<file path="config.mk">
export PLATFORM = sky130hd
export DESIGN_NAME = rt_pixel_sequencer_flat
export DESIGN_NICKNAME = d
export VERILOG_FILES = /design/src/rtl/rt_pkg.sv /design/src/rtl/rt_pixel_sequencer_if.sv /design/src/rtl/rt_raster_counter.sv /design/src/rtl/rt_pixel_sequencer.sv /design/src/flat_wrapper.sv
export SDC_FILE = /design/constraint.sdc
export NUM_CORES = 1
export LEC_CHECK = 0
export CORE_AREA = 3 3 137 139
export CTS_CLUSTER_SIZE = 14
export DETAILED_ROUTE_END_ITERATION = 8
export DIE_AREA = 0 0 140 142
export PLACE_DENSITY = 0.77
export SYNTH_ARGS = -nofsm -noshare
export SYNTH_HDL_FRONTEND = slang
export SYNTH_SLANG_ARGS = --single-unit
</file>
<file path="constraint.sdc">
create_clock -name clk -period 4.3 [get_ports clk]
set_input_delay 1.075 -clock clk [delete_from_list [all_inputs] [get_ports clk]]
set_output_delay 1.075 -clock clk [all_outputs]
set_load 0.005 [all_outputs]
</file>
<file path="src/rtl/rt_pkg.sv">
// Shared definitions for the ray-tracing front end.
//   FRAC_BITS   : fractional bits of emitted coordinates (Q14.18, 1.0 = 0x00040000)
//   coord_t     : 32-bit signed-range fixed-point coordinate
//   seq_state_t : pixel sequencer frame state
//   int_to_coord: integer pixel index -> fixed-point coordinate
package rt_pkg;

    localparam int FRAC_BITS = 18;
    localparam int COORD_W   = 32;

    typedef logic [COORD_W-1:0] coord_t;

    typedef enum logic [1:0] {
        IDLE  = 2'd0,
        SCAN  = 2'd1,
        DRAIN = 2'd2,
        DONE  = 2'd3
    } seq_state_t;

    // Dimensions are capped at 2^13, so the shifted value never reaches the sign bit.
    function automatic coord_t int_to_coord(input logic [COORD_W-1:0] v, input int frac);
        return coord_t'(v << frac);
    endfunction

endpackage

</file>
<file path="src/rtl/rt_pixel_sequencer_if.sv">
// Pixel coordinate stream from the sequencer to the ray generation unit.
//   pix_valid : coordinate valid (drives RGU start)
//   pix_ready : downstream may accept a coordinate
//   pix_x/y   : Q14.18 coordinates
//   pix_last  : final pixel of the frame
// Modports: master (sequencer side), slave (RGU side).
interface rt_pixel_sequencer_if;
    import rt_pkg::*;

    logic   pix_valid;
    logic   pix_ready;
    coord_t pix_x;
    coord_t pix_y;
    logic   pix_last;

    modport master (output pix_valid, pix_x, pix_y, pix_last, input pix_ready);
    modport slave  (input pix_valid, pix_x, pix_y, pix_last, output pix_ready);

endinterface

</file>
<file path="src/rtl/rt_raster_counter.sv">
// Raster-order x/y counter: x increments on en_i and wraps at width-1, carrying into y.
//   clk, reset      : clock, asynchronous active-high reset
//   clear_i         : return to (0,0); has priority over en_i
//   en_i            : advance one pixel
//   width_i/height_i: frame dimensions (held stable by the caller during a frame)
//   x_o, y_o        : current pixel position
//   last_o          : current position is the final pixel of the frame
module rt_raster_counter #(
    parameter int DIM_W = 16
) (
    input  logic             clk,
    input  logic             reset,
    input  logic             clear_i,
    input  logic             en_i,
    input  logic [DIM_W-1:0] width_i,
    input  logic [DIM_W-1:0] height_i,
    output logic [DIM_W-1:0] x_o,
    output logic [DIM_W-1:0] y_o,
    output logic             last_o
);

    logic [DIM_W-1:0] x_q, x_d;
    logic [DIM_W-1:0] y_q, y_d;
    logic             x_wrap;

    always_comb begin
        x_wrap = (x_q == width_i - DIM_W'(1));
        x_d    = x_q;
        y_d    = y_q;
        if (clear_i) begin
            x_d = '0;
            y_d = '0;
        end else if (en_i) begin
            if (x_wrap) begin
                x_d = '0;
                y_d = y_q + DIM_W'(1);
            end else begin
                x_d = x_q + DIM_W'(1);
            end
        end
    end

    always_ff @(posedge clk or posedge reset) begin
        if (reset) begin
            x_q <= '0;
            y_q <= '0;
        end else begin
            x_q <= x_d;
            y_q <= y_d;
        end
    end

    assign x_o    = x_q;
    assign y_o    = y_q;
    // Derived from registered position only, so it stays aligned with the held coordinate.
    assign last_o = x_wrap && (y_q == height_i - DIM_W'(1));

endmodule

</file>
<file path="src/rtl/rt_pixel_sequencer.sv">
// Frame pixel scanner feeding the ray generation unit.
// Walks a width x height frame in raster order, emitting Q14.18 coordinates on a
// valid/ready stream, then waits for every issued pixel to come back as a ray
// before pulsing done.
//   clk, reset         : clock, asynchronous active-high reset
//   start, width/height: frame request (accepted only when idle)
//   pix                : coordinate stream (master side)
//   ray_valid          : one returned ray per high cycle
//   busy, done         : frame in progress / one-cycle completion pulse
//   protocol_err       : sticky, ray returned with nothing outstanding
// Optional macro RT_SEQ_PERF_EN adds frame_cycles and stall_cycles outputs.
module rt_pixel_sequencer #(
    parameter int DIM_W     = 16,
    parameter int FRAC_BITS = rt_pkg::FRAC_BITS,
    parameter int CNT_W     = 32
) (
    input  logic                 clk,
    input  logic                 reset,
    input  logic                 start,
    input  logic [DIM_W-1:0]     width,
    input  logic [DIM_W-1:0]     height,
    rt_pixel_sequencer_if.master pix,
    input  logic                 ray_valid,
    output logic                 busy,
    output logic                 done,
    output logic                 protocol_err
`ifdef RT_SEQ_PERF_EN
    ,
    output logic [31:0]          frame_cycles,
    output logic [31:0]          stall_cycles
`endif
);
    import rt_pkg::*;

    seq_state_t       state_q, state_d;
    logic [DIM_W-1:0] w_q, h_q;
    logic [CNT_W-1:0] issued_q, issued_d;
    logic [CNT_W-1:0] returned_q, returned_d;
    logic             perr_q, perr_d;

    logic             start_acc;
    logic             xfer;
    logic             outstanding;
    logic [DIM_W-1:0] cur_x, cur_y;
    logic             cur_last;

    assign start_acc   = (state_q == IDLE) && start;
    assign xfer        = (state_q == SCAN) && pix.pix_ready;
    assign outstanding = (issued_q != returned_q);

    rt_raster_counter #(.DIM_W(DIM_W)) u_raster (
        .clk     (clk),
        .reset   (reset),
        .clear_i (start_acc),
        .en_i    (xfer),
        .width_i (w_q),
        .height_i(h_q),
        .x_o     (cur_x),
        .y_o     (cur_y),
        .last_o  (cur_last)
    );

    always_comb begin
        issued_d   = issued_q;
        returned_d = returned_q;
        perr_d     = perr_q;
        state_d    = state_q;

        if (start_acc) begin
            issued_d   = '0;
            returned_d = '0;
            perr_d     = 1'b0;
        end else begin
            if (xfer)
                issued_d = issued_q + CNT_W'(1);
            if (ray_valid && outstanding)
                returned_d = returned_q + CNT_W'(1);
        end
        // A stray ray always registers, even in the cycle a start clears the flag.
        if (ray_valid && !outstanding)
            perr_d = 1'b1;

        case (state_q)
            IDLE:  if (start)
                       state_d = (width == '0 || height == '0) ? DONE : SCAN;
            SCAN:  if (xfer && cur_last)
                       state_d = DRAIN;
            // Compare next-state counters so the final ray exits in its own cycle.
            DRAIN: if (returned_d == issued_d)
                       state_d = DONE;
            DONE:  state_d = IDLE;
            default: state_d = IDLE;
        endcase
    end

    always_ff @(posedge clk or posedge reset) begin
        if (reset) begin
            state_q    <= IDLE;
            w_q        <= '0;
            h_q        <= '0;
            issued_q   <= '0;
            returned_q <= '0;
            perr_q     <= 1'b0;
        end else begin
            state_q    <= state_d;
            issued_q   <= issued_d;
            returned_q <= returned_d;
            perr_q     <= perr_d;
            if (start_acc) begin
                w_q <= width;
                h_q <= height;
            end
        end
    end

    assign pix.pix_valid = (state_q == SCAN);
    assign pix.pix_x     = int_to_coord(32'(cur_x), FRAC_BITS);
    assign pix.pix_y     = int_to_coord(32'(cur_y), FRAC_BITS);
    assign pix.pix_last  = cur_last;
    assign busy          = (state_q != IDLE);
    assign done          = (state_q == DONE);
    assign protocol_err  = perr_q;

`ifdef RT_SEQ_PERF_EN
    logic [31:0] frame_q, stall_q;

    // The start cycle itself counts, hence loading 1; the DONE cycle is the last counted.
    always_ff @(posedge clk or posedge reset) begin
        if (reset) begin
            frame_q <= '0;
            stall_q <= '0;
        end else begin
            if (start_acc)
                frame_q <= 32'd1;
            else if (state_q != IDLE)
                frame_q <= frame_q + 32'd1;

            if (start_acc)
                stall_q <= '0;
            else if (state_q == SCAN && !pix.pix_ready)
                stall_q <= stall_q + 32'd1;
        end
    end

    assign frame_cycles = frame_q;
    assign stall_cycles = stall_q;
`endif

endmodule

</file>
<file path="src/flat_wrapper.sv">
// flat-port wrapper written by rule: the top's interface ports become plain ports
module rt_pixel_sequencer_flat import rt_pkg::*;
#(
    parameter int DIM_W     = 16,
    parameter int FRAC_BITS = rt_pkg::FRAC_BITS,
    parameter int CNT_W     = 32
)
  (clk, reset, start, width, height, ray_valid, busy, done, protocol_err, pix_pix_valid, pix_pix_x, pix_pix_y, pix_pix_last, pix_pix_ready);
  rt_pixel_sequencer_if pix_i ();
  input  logic clk;
  input  logic reset;
  input  logic start;
  input  logic [DIM_W-1:0] width;
  input  logic [DIM_W-1:0] height;
  input  logic ray_valid;
  output logic busy;
  output logic done;
  output logic protocol_err;
  output wire logic [$bits(pix_i.pix_valid)-1:0] pix_pix_valid;
  output wire logic [$bits(pix_i.pix_x)-1:0] pix_pix_x;
  output wire logic [$bits(pix_i.pix_y)-1:0] pix_pix_y;
  output wire logic [$bits(pix_i.pix_last)-1:0] pix_pix_last;
  input wire logic [$bits(pix_i.pix_ready)-1:0] pix_pix_ready;
  assign pix_pix_valid = pix_i.pix_valid;
  assign pix_pix_x = pix_i.pix_x;
  assign pix_pix_y = pix_i.pix_y;
  assign pix_pix_last = pix_i.pix_last;
  assign pix_i.pix_ready = pix_pix_ready;
  rt_pixel_sequencer #(.DIM_W(DIM_W), .FRAC_BITS(FRAC_BITS), .CNT_W(CNT_W)) u_core (.clk(clk), .reset(reset), .start(start), .width(width), .height(height), .pix(pix_i), .ray_valid(ray_valid), .busy(busy), .done(done), .protocol_err(protocol_err));
endmodule
</file>
Word level (Yosys, flattened, before mapping) --
Index checks and enable logic that the tools add are counted.
Operators by class: add/sub/neg operators 6, reductions and logical operators 17, equal/unequal tests 10, multiplexer cells 17
Operator list (number):
- 32-bit 2-to-1 mux | 4
- 16-bit 2-to-1 mux | 6
- 32-bit by 1-bit adder with 32-bit output (second input constant) | 2
- 16-bit by 1-bit adder with 16-bit output (second input constant) | 2
- 16-bit equality test | 2
- 32-bit equality test | 1
- 16-bit logical NOT | 2
- 32-bit inequality test | 1
- 16-bit by 1-bit subtractor with 16-bit output (second input constant) | 2
- 2-bit 2-to-1 mux | 4
- 2-bit case mux with 4 select lines | 1
- 2-bit nonzero test | 4
- 1-bit logical AND | 6
- 2-bit equality test (second input constant) | 2
- 2-bit by 1-bit inequality test with 1-bit output (second input constant) | 2
- 3-bit AND reduction | 1
- 2-bit by 1-bit equality test with 1-bit output (second input constant) | 1
- 2-bit logical NOT | 1
- 1-bit 2-to-1 mux | 2
- 2-bit inequality test (second input constant) | 1
- 2-bit AND reduction | 1
- 1-bit logical NOT | 1
- 1-bit logical OR | 1
Storage, ports and cells: flip-flop bits (word level) 131, output and inout port bits 69, input bits 37, logic and storage cells 58

Logic depth before layout (Yosys ltp) --
Gate-level depths: netlist (run 1).
word-level depth 7, gate-level depth with buffers 14, mapped depth without buffers 13

Modules after synthesis --
From an unflattened synthesis (run 1), not the netlist that was laid out.
Second synthesis, totals: cell total of the unflattened synthesis 1073, area, all modules 9344.0 µm²
By module, submodules not included:
- rt_pixel_sequencer | cells each 738, instances 1, seq. area each 2477.4 µm², area each 6448.7 µm²
- rt_raster_counter | cells each 335, instances 1, seq. area each 800.8 µm², area each 2895.3 µm²

Least setup slack after synthesis (run 1) --
Ideal clock, no wire load.
path kind input port to flip-flop, start input pix_pix_ready, end register u_core.state_q[1], library setup time 79 ps, setup slack -12 ps, buffers on the path 0, arrival time 4233 ps, data required time 4221 ps, stages 11, path through nand3_1 > or4_1 > nor2_1 > nand3_1 > xor2_1 > xnor3_1 > or4_1 > or4_1 > o311a_1 > nor3_2 > mux2i_1
On the way: word-level cells in the longest chain between the ends 6, elaborated cells between the ends (all ways) 8, classes of those cells 3 x eq/ne; 2 x mux; 3 x reduce/logical
RTL lines:
- from (decl) | line flat_wrapper.sv:23 | input wire logic [$bits(pix_i.pix_ready)-1:0] pix_pix_ready;
- 1-bit logical AND (*) | line rt_pixel_sequencer.sv:48 | assign xfer = (state_q == SCAN) && pix.pix_ready;
- 32-bit 2-to-1 mux | line rt_pixel_sequencer.sv:74 | if (xfer)
- 32-bit 2-to-1 mux | line rt_pixel_sequencer.sv:69 | if (start_acc) begin
- 32-bit equality test | line rt_pixel_sequencer.sv:89 | DRAIN: if (returned_d == issued_d)
- 2-bit by 1-bit inequality test with 1-bit output (no source line)
- 3-bit AND reduction (no source line) (*)
- to (signal assigned) | line rt_pixel_sequencer.sv:105 | state_q <= state_d;
- to (decl) | line rt_pixel_sequencer.sv:35 | seq_state_t state_q, state_d;
Mark *: on every way between the ends. The rest lies on a longest branch, timed or not. A chain may end at the register's enable or synchronous reset.

Final worst setup path (run 1) --
start register u_core.returned_q[15], end register u_core.state_q[1]
On the way: word-level cells in the longest chain between the ends 7, elaborated cells between the ends (all ways) 8, classes of those cells 1 x add/sub; 3 x eq/ne; 2 x mux; 2 x reduce/logical
RTL lines:
- from (decl) | line rt_pixel_sequencer.sv:38 | logic [CNT_W-1:0] returned_q, returned_d;
- from (signal assigned) | line rt_pixel_sequencer.sv:107 | returned_q <= returned_d;
- parallel branches: the longest is 2 deep, another holds 32-bit by 1-bit adder with 32-bit output
- 32-bit 2-to-1 mux (*) | line rt_pixel_sequencer.sv:76 | if (ray_valid && outstanding)
- 32-bit 2-to-1 mux (*) | line rt_pixel_sequencer.sv:69
- 32-bit equality test (*) | line rt_pixel_sequencer.sv:89
- 2-bit by 1-bit inequality test with 1-bit output (no source line) (*)
- 3-bit AND reduction (no source line) (*)
Mark *: on every way between the ends.

==> flow_metrics.env, run 1 <==
export IMPL_cts_tree="yes"
export IMPL_start_util_pct=51.5
export IMPL_die_h_um=142
export IMPL_criticalPathCategory="reg2reg"
export IMPL_slew_headroom_pct=28.6
export IMPL_drt_iter0_markers=552
export IMPL_rows=49
export IMPL_fill_cells=1503
export IMPL_hold_class="reg2reg"
export IMPL_synthArstFlopShare_pct=100
export IMPL_fmaxAchievable_mhz=240
export IMPL_power_density_nw_per_um2=494
export IMPL_worst_pin_slew_ns=1.07
export IMPL_grt_first_pass_wirelength_um=40300
export IMPL_coreArea_um2=17800
export IMPL_grt_max_degree=83
export IMPL_drive_gt1_share_pct=15.0
export IMPL_drtPass1Iterations=5
export IMPL_ant_nets=0
export IMPL_stdcell_area_um2=11100
export IMPL_finalPower_uw=5490
export IMPL_layout_area_seq_um2=3280
export IMPL_slowest_delay_ns=0.53
export IMPL_cts_htree_levels=4
export IMPL_hold_buffers=0
export IMPL_synth_seq_cells=131
export IMPL_hpwl_um=18300
export IMPL_dpl_cell_area_um2=10400
export IMPL_synthCells=1062
export IMPL_syn_cell_area_um2=9160
export IMPL_maxSlewViolCount=0
export IMPL_area_growth_pct=21.5
export IMPL_crit_chain="xnor2_1, nand4_1, nor4_2, buf_4, a2111oi_4, and2_4, xnor3_1, or4_1, or4_1, o311a_1, nor3_2, mux2i_1"
export IMPL_dieArea_um2=19900
export IMPL_grt_pass1_vias=7860
export IMPL_gp_congestion=1.00
export IMPL_multi_input_area_um2=5340
export IMPL_start_kind="flop"
export IMPL_die_x_um=140
export IMPL_r2r_cells=12
export IMPL_grt_overflow=0
export IMPL_path_depth=12
export IMPL_final_cell_mix="138 x nand2_1, 131 x dfrtp_1, 115 x xnor2_1, 112 x nor2_1, 105 x buf_4"
export IMPL_outcome="finished, final reports clean"
export IMPL_synth_edf_count=0
export IMPL_setup_viol=0
export IMPL_drt_total_wl_um=24900
export IMPL_cts_max_path_buffers=2
export IMPL_synth_flop_cell="dfrtp_1"
export IMPL_fin_crit_sh_pct=96.8
export IMPL_final_common_cell="nand2_1"
export IMPL_cts_root_buffer="clkbuf_16"
export IMPL_skew_ns=0.0108
export IMPL_hold_depth=2
export IMPL_num_vias=7987
export IMPL_crit_fanout=13
export IMPL_end_kind="flop"
export IMPL_cp_top_family="simple AND/OR/NAND/NOR gates"
export IMPL_cts_inserted_buffers=17
export IMPL_crit_arrival_ns=4.52
export IMPL_p_leak_uw=0.00495
export IMPL_syn_area_per_cell_um2=8.62
export IMPL_vias_per_cell=5.61
export IMPL_synth_cell_types=75
export IMPL_cp_num_buf_inv=1
export IMPL_final_min_clock_period_ns=4.16
export IMPL_io_buffers=69
export IMPL_antenna_found_initial=0
export IMPL_setup_tns_ns=0
export IMPL_wl_per_cell_um=17.5
export IMPL_yosys_warnings=0
export IMPL_max_cap_violations=0
export IMPL_grt_usage_pct=25.3
export IMPL_crit_top_cell="or4_1"
export IMPL_yosysSeqAreaShare_pct=35.8
export IMPL_clock_latency_ns=0.44
export IMPL_required_ns=4.66
export IMPL_slowest_stage="or4_1"
export IMPL_io_pins=106
export IMPL_diodes=0
export IMPL_nets=1230
export IMPL_cts_sinks=131
export IMPL_hold_viol_final=0
export IMPL_peakVddDrop_v=0.000384
export IMPL_path_clk_slew_ns=0.06
export IMPL_drc=0
-- cell type report --
class	instances	share of cell area [%]
clock buffer	17	3.83
clock inverter	15	1.52
inverter	23	0.810
multi-input combinational	832	48.0
sequential	131	29.5
tap	229	2.58
timing repair buffer	177	13.7
-- sequential cells by signal (all words and copies together) (netlist names) --
signal,cells
u_core.protocol_err,1
u_core.h_q,16
u_core.w_q,16
u_core.returned_q,32
u_core.issued_q,32
u_core.state_q,2
u_core.u_raster.y_o,16
u_core.u_raster.x_o,16
-- cells by family (layout without fill, tap and decap cells) --
family,after synthesis,after routing,synth area share (%)
adder cells (fa/ha/maj),11,11,1.50
AND/OR/NAND/NOR,481,481,26.3
other,1,36,0.0410
flip-flops,131,131,35.8
XOR/XNOR,179,179,18.4
buffers and inverters,134,232,8.47
multiplexers,12,12,1.37
AO/OA/AOI/OAI,113,113,8.16
-- where the power goes --
group	switching (uW)	internal, uW
clock	615	870
sequential	246	1430
combinational	1300	1030
-- metrics by stage --
stage	setup WS, ns	cells	hold WS (ns)	util (%)
2_1_floorplan	0.0505	1097	0.465	-
3_3_place_gp	-0.551	1387	0.488	58.5
3_5_place_dp	-0.638	1387	0.489	58.5
4_1_cts	0.00115	1420	0.504	62.1
5_1_grt	-0.0269	1424	0.543	62.5
6_report	0.136	1424	0.502	62.5
-- final timing paths --
check | start | endpoint | slack, ns
min in group asynchronous | reset | u_core.u_raster.x_o[7] | 1.12
worst max register to register | u_core.returned_q[15] | u_core.state_q[1] | 0.14
worst min register to register | u_core.h_q[15] | u_core.h_q[15] | 0.50
max in group asynchronous | reset | u_core.w_q[9] | 2.38
worst max-delay path | u_core.returned_q[15] | u_core.state_q[1] | 0.14
worst min-delay path | u_core.h_q[15] | u_core.h_q[15] | 0.50
-- synthesized netlist by cell type, types with 3 or more instances --
library cell  instances  area share [%]
a21boi_0              3            0.25
a21oi_1              27             1.5
buf_2                12            0.66
a31oi_1               4            0.27
nor3_1               25             1.4
nor4b_1               3            0.29
and2_1                7            0.48
and4_1                6            0.57
and3_1               24             1.6
ha_1                 11             1.5
nor2_1              113             4.6
clkbuf_1             30             1.2
nand2_1             139             5.7
buf_4                64             5.2
xnor3_1               6             1.5
nor4_1               25             1.7
a2111oi_0             5            0.48
mux2i_1               8            0.87
nand2b_1              7            0.48
o31ai_1               3            0.25
nor3b_1               6            0.49
nand4_1              29             2.0
xnor2_1             115              11
inv_1                23            0.94
xor2_1               56             5.4
mux2_2                4            0.49
a211oi_1              4            0.33
dfrtp_1             131              36
or3_1                 8            0.55
o22a_1                3            0.29
nand3_1              59             3.2
or4_1                11            0.90
o21ai_0              36             2.0
a221oi_1              3            0.29
-- tightest hold or removal path: stages, from the launching register on --
cell and delay, ns:
dfrtp_1 0.36, nand2_1 0.06, nand2_1 0.06
-- repair_timing --
action / 4_1_cts / 5_1_grt
buffers inserted: 1 / 4
pin swaps: 3 / 3
gates resized for setup: 12 / 14
endpoints found under the setup margin: 3 / 3
hold endpoints to repair: 0 / 0
-- per-layer routing --
metal	vias up	track usage, %	wire length, um
met2	273	43.5	12500
met5	-	0	0
met4	0	9.64	831
li1	3812	-	-
met3	68	5.61	1240
met1	3834	31.4	10300
(Power assumes the default switching activity.)
==> run 2: changes to the inputs <==
--- a/config.mk
+++ b/config.mk
@@ -5,10 +5,10 @@
 export SDC_FILE = /design/constraint.sdc
 export NUM_CORES = 1
 export LEC_CHECK = 0
-export CORE_AREA = 3 3 137 139
+export CORE_AREA = 2 2 136 138
 export CTS_CLUSTER_SIZE = 14
 export DETAILED_ROUTE_END_ITERATION = 8
-export DIE_AREA = 0 0 140 142
+export DIE_AREA = 0 0 138 140
 export PLACE_DENSITY = 0.77
 export SYNTH_ARGS = -nofsm -noshare
 export SYNTH_HDL_FRONTEND = slang
==> flow_metrics.env, run 2 (synthesized netlist as in run 1, its figures left out) <==
export IMPL_ant_nets=0
export IMPL_gp_congestion=0.947
export IMPL_cts_htree_levels=4
export IMPL_final_common_cell="nand2_1"
export IMPL_cp_top_family="simple AND/OR/NAND/NOR gates"
export IMPL_p_leak_uw=0.00500
export IMPL_grt_overflow=0
export IMPL_io_pins=106
export IMPL_crit_chain="nor3_1, nand2_1, or4_1, a21oi_1, o211ai_1, or4_4, nor3_4, buf_2"
export IMPL_final_min_clock_period_ns=4.17
export IMPL_clock_latency_ns=0.43
export IMPL_peakVddDrop_v=0.000367
export IMPL_slowest_delay_ns=0.57
export IMPL_largest_registers="u_core.issued_q (32), u_core.returned_q (32)"
export IMPL_skew_ns=0.0116
export IMPL_cts_max_path_buffers=2
export IMPL_grt_usage_pct=25.4
export IMPL_rsz0062_at_grt="false"
export IMPL_cp_num_buf_inv=1
export IMPL_dieArea_um2=19300
export IMPL_start_util_pct=51.5
export IMPL_drt_total_wl_um=24300
export IMPL_path_clk_slew_ns=0.06
export IMPL_area_growth_pct=22.0
export IMPL_maxSlewViolCount=0
export IMPL_regToRegSetupSlack_ns=0.18
export IMPL_num_vias=8040
export IMPL_worst_pin_slew_ns=0.739
export IMPL_rows=49
export IMPL_outcome="finished, final reports clean"
export IMPL_criticalPathCategory="reg2out"
export IMPL_cts_sinks=131
export IMPL_grt_first_pass_wirelength_um=39500
export IMPL_timing_rr_start="u_core.issued_q[22]"
export IMPL_drive_gt1_share_pct=15.9
export IMPL_coreArea_um2=17800
export IMPL_worstSetupStartpoint="u_core.w_q[8]"
export IMPL_setup_tns_ns=0
export IMPL_cts_tree="yes"
export IMPL_hold_ws_ns=0.511
export IMPL_utilization_pct=62.8
export IMPL_start_kind="flop"
export IMPL_drt_iter0_markers=657
export IMPL_hold_path_startpoint="u_core.protocol_err"
export IMPL_hold_viol_final=0
export IMPL_drc=0
export IMPL_crit_fanout=3
export IMPL_crit_arrival_ns=3.09
export IMPL_required_ns=3.22
export IMPL_grt_max_degree=132
export IMPL_power_density_nw_per_um2=483
export IMPL_die_x_um=138
export IMPL_drtPass1Iterations=5
export IMPL_hpwl_um=18000
export IMPL_max_cap_violations=0
export IMPL_fin_crit_sh_pct=96.9
export IMPL_vias_per_cell=5.60
export IMPL_hold_class="reg2reg"
export IMPL_nets=1242
export IMPL_slowest_stage="or4_4"
export IMPL_diodes=0
export IMPL_wl_per_cell_um=16.9
export IMPL_slew_headroom_pct=50.7
export IMPL_setup_viol=0
export IMPL_end_kind="output pin"
export IMPL_final_cell_mix="138 x nand2_1, 131 x dfrtp_1, 119 x buf_4, 113 x xnor2_1, 112 x nor2_1"
export IMPL_antenna_found_initial=0
export IMPL_cts_root_buffer="clkbuf_16"
export IMPL_fmaxAchievable_mhz=240
export IMPL_cts_inserted_buffers=17
export IMPL_io_buffers=69
export IMPL_die_h_um=140
export IMPL_grt_pass1_vias=7780
## run 2: changes by cell type in the layout (fill, tap and decap cells not counted), moves of 2 or more
cell      previous run  this run
clkinv_4             1         3
buf_12               3         1
xnor2_2              0         2
nor3_2               4         2
or4_1               10         8
xnor2_1            115       113
or4_4                1         3
nor3_1              22        24
buf_4              105       119
## run 2: final timing paths
path,endpoint,cells after the start
setup / recovery,pix_pix_last,8
hold / removal,u_core.protocol_err,1
setup reg to reg,u_core.state_q[1],12
hold reg to reg,u_core.protocol_err,1
max in group asynchronous,u_core.issued_q[11],3
min in group asynchronous,u_core.protocol_err,3
## run 2: power breakdown
| part | internal (uW) | total, uW | switching, uW |
|---|---|---|---|
| clock | 827 | 1430 | 608 |
| combinational | 1010 | 2310 | 1310 |
| sequential | 1430 | 1640 | 211 |
## run 2: worst reg2reg max path: stages, from the launching register on
cell       delay [ns]
dfrtp_1          0.38
or2_1            0.26
a2111o_1         0.49
nor4_4           0.31
buf_4            0.22
a2111oi_4        0.11
and2_4           0.18
xnor3_1          0.31
or4_1            0.53
or4_1            0.54
o311a_1          0.32
nor3_2           0.21
mux2i_1          0.19
## run 2: layer usage
metal,vias to the layer above,track usage (%),share of wire [%]
li1,3829,-,-
met1,3863,32.4,42
met2,291,42.2,49
met3,57,5.81,6.0
met4,0,9.77,3.1
met5,-,0,0
## run 2: layout make-up
| type | instances | area (um^2) |
|---|---|---|
| sequential | 131 | 3280 |
| fill | 1462 | 6610 |
| clock buffer | 18 | 439 |
| clock inverter | 14 | 140 |
| inverter | 23 | 90.1 |
| tap | 229 | 287 |
| timing repair buffer | 189 | 1590 |
| multi-input combinational | 832 | 5340 |
## run 2: stage by stage
step	total power, uW	setup slack (ns)	instances	instance area (um^2)
after CTS	5360	0.0220	1434	11100
after global routing	5710	0.0259	1436	11200
after detailed placement	3870	-0.604	1402	10500
after floorplan	3100	0.0505	1097	9290
after global placement	3820	-0.556	1402	10500
final	5390	0.134	1436	11200
## run 2: timing repair
item,4_1_cts,5_1_grt
pin swaps,2,4
gates resized for setup,14,10
endpoints found under the setup margin,3,3
setup buffers,0,2
hold buffers,0,0
==> run 3: changes to the inputs <==
==> constraint.sdc (replaced) <==
create_clock -name clk -period 4.3 [get_ports clk]
set_input_delay 1.29 -clock clk [delete_from_list [all_inputs] [get_ports clk]]
set_output_delay 1.29 -clock clk [all_outputs]
set_load 0.005 [all_outputs]
==> flow_metrics.env, run 3 (synthesized netlist as in run 1, its figures left out) <==
export IMPL_gp_congestion=0.964
export IMPL_hpwl_um=18600
export IMPL_start_util_pct=51.5
export IMPL_fill_cells=1445
export IMPL_io_pins=106
export IMPL_path_clk_slew_ns=0.07
export IMPL_setup_viol=0
export IMPL_clock_power_share_pct=26.6
export IMPL_cts_max_path_buffers=2
export IMPL_hold_class="reg2reg"
export IMPL_p_seq_share_pct=29.9
export IMPL_rsz0062_at_grt="true"
export IMPL_layout_area_seq_um2=3280
export IMPL_worst_pin_slew_ns=1.09
export IMPL_r2r_cells=13
export IMPL_required_ns=3.01
export IMPL_maxSlewViolCount=0
export IMPL_hold_viol_final=0
export IMPL_hold_buffers=0
export IMPL_r2r_end="u_core.state_q[1]"
export IMPL_coreArea_um2=17800
export IMPL_cts_inserted_buffers=17
export IMPL_cts_root_buffer="clkbuf_16"
export IMPL_final_common_cell="nand2_1"
export IMPL_final_cell_mix="138 x nand2_1, 130 x dfrtp_1, 129 x buf_4, 113 x xnor2_1, 112 x nor2_1"
export IMPL_crit_top_cell="or4_4"
export IMPL_pwr_share_comb_pct=43.5
export IMPL_die_h_um=140
export IMPL_io_buffers=69
export IMPL_crit_fanout=3
export IMPL_power_density_nw_per_um2=487
export IMPL_peakVddDrop_v=0.000471
export IMPL_grt_pass1_vias=7871
export IMPL_cts_htree_levels=4
export IMPL_drive_gt1_share_pct=18.0
export IMPL_clock_latency_ns=0.44
export IMPL_final_min_clock_period_ns=4.26
export IMPL_drc=0
export IMPL_cts_tree="yes"
export IMPL_wl_per_cell_um=17.2
export IMPL_antenna_found_initial=1
export IMPL_stdcell_area_um2=11400
export IMPL_grt_first_pass_wirelength_um=40200
export IMPL_drt_iter0_markers=533
export IMPL_grt_max_degree=53
export IMPL_start_kind="flop"
export IMPL_slowest_stage="or4_4"
export IMPL_rows=49
export IMPL_drtPass1Iterations=5
export IMPL_nets=1254
export IMPL_p_int_uw=3330
export IMPL_area_growth_pct=24.6
export IMPL_max_cap_violations=0
export IMPL_timing_rr_start="u_core.issued_q[17]"
export IMPL_criticalPathCategory="reg2out"
export IMPL_multi_input_area_um2=5450
export IMPL_outcome="finished, final reports clean"
export IMPL_grt_overflow=0
export IMPL_hold_ws_ns=0.507
export IMPL_dpl_cell_area_um2=10600
export IMPL_die_x_um=138
export IMPL_dieArea_um2=19300
export IMPL_cp_top_family="simple AND/OR/NAND/NOR gates"
export IMPL_ant_nets=0
export IMPL_drt_total_wl_um=24900
export IMPL_p_leak_uw=0.00511
export IMPL_cts_sinks=131
export IMPL_cp_num_buf_inv=2
export IMPL_switchingPower_uw=2220
export IMPL_regToRegSetupSlack_ns=0.17
export IMPL_min_to="u_core.protocol_err"
export IMPL_fmaxAchievable_mhz=235
export IMPL_vias_per_cell=5.58
export IMPL_hold_path_startpoint="u_core.protocol_err"
export IMPL_crit_chain="inv_2, ha_4, nor3b_4, nand2_1, or4_4, xnor2_1, o211ai_1, or4_4, nor3_4, buf_2"
export IMPL_slew_headroom_pct=27.6
export IMPL_slowest_delay_ns=0.57
export IMPL_skew_ns=0.0144
export IMPL_end_kind="output pin"
export IMPL_num_vias=8087
export IMPL_crit_arrival_ns=2.97
export IMPL_fin_crit_sh_pct=99.0
export IMPL_grt_usage_pct=26.0
export IMPL_hold_depth=1
export IMPL_swShare_pct=40.0
export IMPL_largest_registers="u_core.issued_q (32), u_core.returned_q (32)"
export IMPL_setup_tns_ns=0
[run 3: changes by cell type in the layout (fill, tap and decap cells not counted), sizes merged]
| cell | before | now |
|---|---|---|
| dlymetal6s2s | 0 | 1 |
| clkbuf | 19 | 18 |
| buf | 121 | 133 |
| clkinv | 5 | 4 |
| clkdlybuf4s50 | 67 | 66 |
| inv | 29 | 32 |
| clkinvlp | 2 | 1 |
| diode | 0 | 1 |
[run 3: layer usage]
layer / up-vias / share of wire (%) / track usage (%)
li1: 3849 / - / -
met1: 3908 / 42 / 33.1
met2: 272 / 49 / 43.7
met3: 58 / 5.4 / 5.30
met4: 0 / 3.2 / 10.4
met5: - / 0 / 0
[run 3: worst max path at each step]
stage	start	endpoint	cells after the start
2_1_floorplan	pix_pix_ready	u_core.state_q[1]	11
6_report	u_core.w_q[1]	pix_pix_last	10
5_1_grt	u_core.w_q[1]	pix_pix_last	10
4_1_cts	u_core.w_q[1]	pix_pix_last	8
3_5_place_dp	pix_pix_ready	u_core.state_q[1]	12
3_3_place_gp	pix_pix_ready	u_core.state_q[1]	12
[run 3: power by group through the flow]
stage | Combinational [uW] | Sequential [uW] | Clock, uW
3_5_place_dp | 2260 | 1650 | 0
5_1_grt | 2630 | 1690 | 1550
3_3_place_gp | 2220 | 1640 | 0
4_1_cts | 2310 | 1640 | 1500
6_report | 2420 | 1660 | 1470
2_1_floorplan | 1480 | 1620 | 0
[run 3: cell type report]
| cell class | instances | area share [%] |
|---|---|---|
| inverters | 23 | 0.790 |
| well taps | 229 | 2.51 |
| diodes | 1 | 0.0219 |
| repair buffers | 201 | 15.0 |
| clock inverters | 15 | 1.40 |
| flip-flops and latches | 131 | 28.8 |
| multi-input cells | 832 | 47.8 |
| clock buffers | 17 | 3.73 |
[run 3: repair_timing]
item / 4_1_cts / 5_1_grt
resized for setup: 19 / 27
endpoints found under the setup margin: 3 / 3
pin swaps: 6 / 6
buffers inserted: 1 / 3
[run 3: through the flow]
step | power, uW | instances | setup slack [ns] | utilization, %
3_5_place_dp | 3910 | 1412 | -0.831 | 59.6
3_3_place_gp | 3860 | 1412 | -0.720 | 59.6
6_report | 5550 | 1449 | 0.0432 | 64.2
4_1_cts | 5450 | 1445 | -0.0141 | 63.2
5_1_grt | 5870 | 1448 | -0.0467 | 64.1
2_1_floorplan | 3100 | 1097 | 0.0107 | -
